## config.mk

```make
export PLATFORM = sky130hd
export DESIGN_NAME = fifo_umbral
export DESIGN_NICKNAME = d
export VERILOG_FILES = /design/src/rtl/fifo_umbral.sv
export SDC_FILE = /design/constraint.sdc
export NUM_CORES = 1
export LEC_CHECK = 0
export CAP_MARGIN = 20
export CORE_ASPECT_RATIO = 2
export CORE_MARGIN = 1.5
export CORE_UTILIZATION = 40
export DETAILED_ROUTE_END_ITERATION = 8
export SLEW_MARGIN = 20
export SYNTH_ARGS = -nofsm -noshare
export SYNTH_HDL_FRONTEND = slang
export SYNTH_SLANG_ARGS = --single-unit
```

## constraint.sdc

```tcl
create_clock -name clk -period 3.7 [get_ports clk]
set_clock_uncertainty 0.2 [all_clocks]
set_input_delay 0.925 -clock clk [delete_from_list [all_inputs] [get_ports clk]]
set_output_delay 0.925 -clock clk [all_outputs]
set_load 0.05 [all_outputs]
```

## src/rtl/fifo_umbral.sv

```systemverilog
// Synchronous FIFO with registered status flags and programmable almost-full /
// almost-empty thresholds. Define FIFO_ERROR_STICKY_EN to make `error` sticky until reset.
module fifo_umbral #(
    parameter int DATA_WIDTH = 6,
    parameter int ADDR_WIDTH = 3,
    parameter int U_WIDTH    = 4
) (
    input  logic                  clk,
    input  logic                  reset,
    input  logic                  wr_enable,
    input  logic [DATA_WIDTH-1:0] data_in,
    input  logic                  rd_enable,
    output logic [DATA_WIDTH-1:0] data_out,
    output logic                  valid_out,
    input  logic [U_WIDTH-1:0]    umbral_alto,
    input  logic [U_WIDTH-1:0]    umbral_bajo,
    output logic [U_WIDTH-1:0]    fifo_count,
    output logic                  empty,
    output logic                  full,
    output logic                  almost_full,
    output logic                  almost_empty,
    output logic                  error
);

    localparam int                 DEPTH   = 2 ** ADDR_WIDTH;
    localparam logic [U_WIDTH-1:0] DEPTH_U = U_WIDTH'(DEPTH);

    logic [DATA_WIDTH-1:0] mem_r [DEPTH];
    logic [ADDR_WIDTH-1:0] wr_ptr_r;
    logic [ADDR_WIDTH-1:0] rd_ptr_r;
    logic [U_WIDTH-1:0]    count_r;
    logic [DATA_WIDTH-1:0] data_out_r;
    logic                  valid_out_r;
    logic                  empty_r;
    logic                  full_r;
    logic                  almost_full_r;
    logic                  almost_empty_r;
    logic                  error_r;

    logic                  wr_acc_s;
    logic                  rd_acc_s;
    logic                  overflow_s;
    logic                  underflow_s;
    logic [U_WIDTH-1:0]    count_next_s;

    // Access acceptance, fault detection and next occupancy.
    always_comb begin
        wr_acc_s     = wr_enable && (!full_r || rd_enable);
        rd_acc_s     = rd_enable && !empty_r;
        overflow_s   = wr_enable && full_r && !rd_enable;
        underflow_s  = rd_enable && empty_r;
        count_next_s = count_r;
        case ({wr_acc_s, rd_acc_s})
            2'b10:   count_next_s = count_r + U_WIDTH'(1);
            2'b01:   count_next_s = count_r - U_WIDTH'(1);
            default: count_next_s = count_r;
        endcase
    end

    // Storage array; contents are don't-care after reset so it carries no reset.
    always_ff @(posedge clk) begin
        if (wr_acc_s) begin
            mem_r[wr_ptr_r] <= data_in;
        end
    end

    // Pointers, occupancy and read data path.
    always_ff @(posedge clk or negedge reset) begin
        if (!reset) begin
            wr_ptr_r    <= '0;
            rd_ptr_r    <= '0;
            count_r     <= '0;
            data_out_r  <= '0;
            valid_out_r <= 1'b0;
        end else begin
            count_r     <= count_next_s;
            valid_out_r <= rd_acc_s;
            if (wr_acc_s) begin
                wr_ptr_r <= wr_ptr_r + ADDR_WIDTH'(1);
            end
            if (rd_acc_s) begin
                data_out_r <= mem_r[rd_ptr_r];
                rd_ptr_r   <= rd_ptr_r + ADDR_WIDTH'(1);
            end
        end
    end

    // Status flags evaluated on next occupancy against the thresholds at this edge.
    always_ff @(posedge clk or negedge reset) begin
        if (!reset) begin
            empty_r        <= 1'b1;
            full_r         <= 1'b0;
            almost_full_r  <= 1'b0;
            almost_empty_r <= 1'b1;
        end else begin
            empty_r        <= (count_next_s == U_WIDTH'(0));
            full_r         <= (count_next_s == DEPTH_U);
            almost_full_r  <= (count_next_s >= umbral_alto);
            almost_empty_r <= (count_next_s <= umbral_bajo);
        end
    end

    // Error flag: sticky until reset, or a one-cycle pulse per offending access.
    always_ff @(posedge clk or negedge reset) begin
        if (!reset) begin
            error_r <= 1'b0;
        end else begin
`ifdef FIFO_ERROR_STICKY_EN
            error_r <= error_r || overflow_s || underflow_s;
`else
            error_r <= overflow_s || underflow_s;
`endif
        end
    end

    assign data_out     = data_out_r;
    assign valid_out    = valid_out_r;
    assign fifo_count   = count_r;
    assign empty        = empty_r;
    assign full         = full_r;
    assign almost_full  = almost_full_r;
    assign almost_empty = almost_empty_r;
    assign error        = error_r;

endmodule

```

==> key figures <==
GRT
  – First-pass GRT wire length: 9.163 mm
  – Congestion Overflow GR: 0
  – Largest net degree at the start of global routing: 23
  – Vias in the first global route: 1794
  – Antenna violations before repair: 0
  – GRT Total Usage: 16.26%

Finish
  – Diode count: 0
  – Area grow syn2layout: 32.30%
  – Cell Count, Final, Fillers Out: 343
  – Share of layout cells above drive strength 1: 24.30%
  – Layout net count: 273
  – Finished Core Util: 54.29%

Clock tree
  – Clk root buf: clkbuf_16
  – Clk slew on worst S/H paths: 60 ps
  – Setup bufs post-CTS: 0
  – Clk_lat worst skew: 320 ps
  – Clk sinks: 70
  – Cts bufs inserted: 9
  – CTS max path bufs: 2
  – # H-tree levels: 3
  – CTS tree: built

Routing
  – Detailed Route WL: 5.752 mm
  – Starting DRT DRC Count: 35
  – Post-route ant nets: 0
  – DRC Markers: 0
  – Pre-Repair DR Iteration Count: 4
  – Drt wl/cell: 16.77 um
  – Average vias per placed instance: 4.953
  – Vias: 1699

Synth
  – Cell with the most instances after synthesis: edfxtp_1
  – Synth Flop Type: edfxtp_1
  – Yosys top cell by area: edfxtp_1
  – Ranking of synthesized cells by area: edfxtp_1 49%, dfrtp_1 17%, mux4_2 9.1%, ha_1 3.8%, mux2i_1 2.0%
  – Synth Register Bits: 70
  – Synth Area in Adders: 4.567%
  – Ys async rst share: 31.43%
  – Synth Area in XOR/XNOR: 2.622%
  – Post-Syn Nets: 213
  – Mux cell area share after synthesis: 12.30%
  – Simple-gate share of the synthesized area: 6.977%
  – Yosys warnings: 0
  – Mapped Cells: 186
  – Complex-gate fraction of the synthesized area: 4.059%
  – Synthesized area per cell: 15.91 sq um
  – Largest family of logic cells by synthesized area: multiplexers
  – Most frequent cells after synthesis: 48 x edfxtp_1, 20 x dfrtp_1, 16 x nand2_1
  – Synth top area share: 48.71%
  – Post-synth EDFFs: 48
  – Cell area after synthesis: 2959 sq um
  – Netlist cell types: 35
  – Seq/Total Area, Yosys: 67.40%

Placement
  – Placed insts: 327
  – GPL Wtd Cong: 0.7555
  – # port buffers: 33
  – Worst Setup Slack post-DPL: -154.1 ps
  – Dpl hpwl: 4.189 mm

Critical path
  – WS Path Type: in2reg
  – CP required: 3710 ps
  – Critical Path End Type: flop
  – Crit path max fanout: 4
  – CP Launch Type: input port
  – R2R Setup Slk: 840 ps
  – Crit path DAT: 3440 ps

Timing
  – Slew Limit Fails: 0
  – Setup ws final: 271.4 ps
  – Worst-Margin Slew: 882.7 ps
  – Final period utilization: 92.67%
  – RSZ-0062 raised after global routing: no
  – Relative slew slack: 41.15%
  – Post-route minimum period: 3429 ps
  – Fmax achieved: 291.7 MHz
  – Final hold vios: 0
  – Setup_tns: 0 ps
  – Final setup viols: 0

Die
  – I/O Pins: 34
  – Die W: 63.82 um
  – Die area: 7954 sq um
  – Row cnt: 44
  – Die Ht: 124.6 um
  – Core area: 7212 sq um
  – Initial Util: 41.03%

Hold path
  – Min-delay worst type: reg2reg

Outcome
  – Status: finished clean

Power
  – Overall Power: 3.663 mW
  – Worst IR Drop VDD: 0.0005981 V
  – Leakage power figure: 1.516 nW
  – Total power divided by cell area: 935.6 nW/um^2

Run
  – Number of max-cap violations: 0
[what timing repair did]
item,4_1_cts,5_1_grt
hold buffers,0,0
gates resized for setup,0,2
endpoints found under the setup margin,0,1
[metal layers]
| metal | GRT usage, % | routed length [um] |
|---|---|---|
| met4 | 8.056 | 126 |
| met2 | 31.13 | 3507 |
| met3 | 4.246 | 137 |
| met1 | 14.89 | 1981 |
| met5 | 0 | 0 |
[critical path, cell delays in order]
cell and delay, ps:
clkdlybuf4s50_1 460, buf_4 170, nor3b_4 200, xor2_1 170
ha_1 240, mux2_2 300, ha_1 290, a21oi_2 140
nand2_1 60, a21o_1 180, maj3_2 300
[sequential cells by signal (all words and copies together) (netlist names), 3 cells and up]
register,flops
mem_r,48
wr_ptr_r,3
rd_ptr_r,3
fifo_count,4
data_out,6
[cells in the final DEF (no fill, tap or decap), types with 2 or more instances in the layout]
master,Yosys,layout
dfrtp_1,20,20
dfstp_2,2,2
xor2_1,2,2
mux2_2,3,3
maj3_2,2,2
nor2_1,10,10
edfxtp_1,48,48
clkdlybuf4s50_1,0,33
a21oi_1,5,4
nand2b_1,5,5
buf_4,0,21
o21ai_0,7,7
mux4_2,12,12
mux2i_1,6,6
nand2_1,16,16
xnor2_1,5,4
bufinv_16,0,4
clkbuf_16,0,9
ha_1,9,9
nand3_1,2,2
inv_1,11,11
nor3_1,2,2
[cells by family (layout without fill, tap and decap cells)]
kind of cell             Yosys count  count (layout)
buffers and inverters             16              81
flip-flops                        70              70
XOR/XNOR                           8               8
multiplexers                      21              21
AND/OR/NAND/NOR                   42              42
AO/OA/AOI/OAI                     18              18
adder cells (fa/ha/maj)           11              11
[final cells by class]
type | instances | area (sq um)
clock inverter | 7 | 136.4
fill | 585 | 3297
multi-input combinational | 100 | 914.6
inverter | 11 | 41.29
clock buffer | 9 | 225.2
sequential | 70 | 1994
tap | 92 | 115.1
timing repair buffer | 54 | 488.0
[stage by stage]
step / instance area, sq um / hold slack [ps]
finish: 3915 / 280.6
global route: 3915 / 308.7
CTS: 3904 / 288.4
detailed placement: 3542 / 276.2
global placement: 3542 / 262.1
floorplan: 2959 / 288.1
[worst paths after layout]
check,from,to,cells past startpoint
max,wr_enable,almost_full,11
min,data_out[3],data_out[3],2
max reg2reg,empty,almost_full,11
min reg2reg,data_out[3],data_out[3],2
max in group asynchronous,reset,empty,2
min in group asynchronous,reset,data_out[1],2
[report_power, final]
| group | total, mW | internal (mW) | leakage [nW] | switching [mW] |
|---|---|---|---|---|
| sequential | 1.26 | 1.05 | 0.698 | 0.206 |
| combinational | 1.38 | 0.643 | 0.644 | 0.736 |
| clock | 1.03 | 0.722 | 0.173 | 0.306 |
| total | 3.66 | 2.42 | 1.52 | 1.25 |
(Power assumes the default switching activity.)
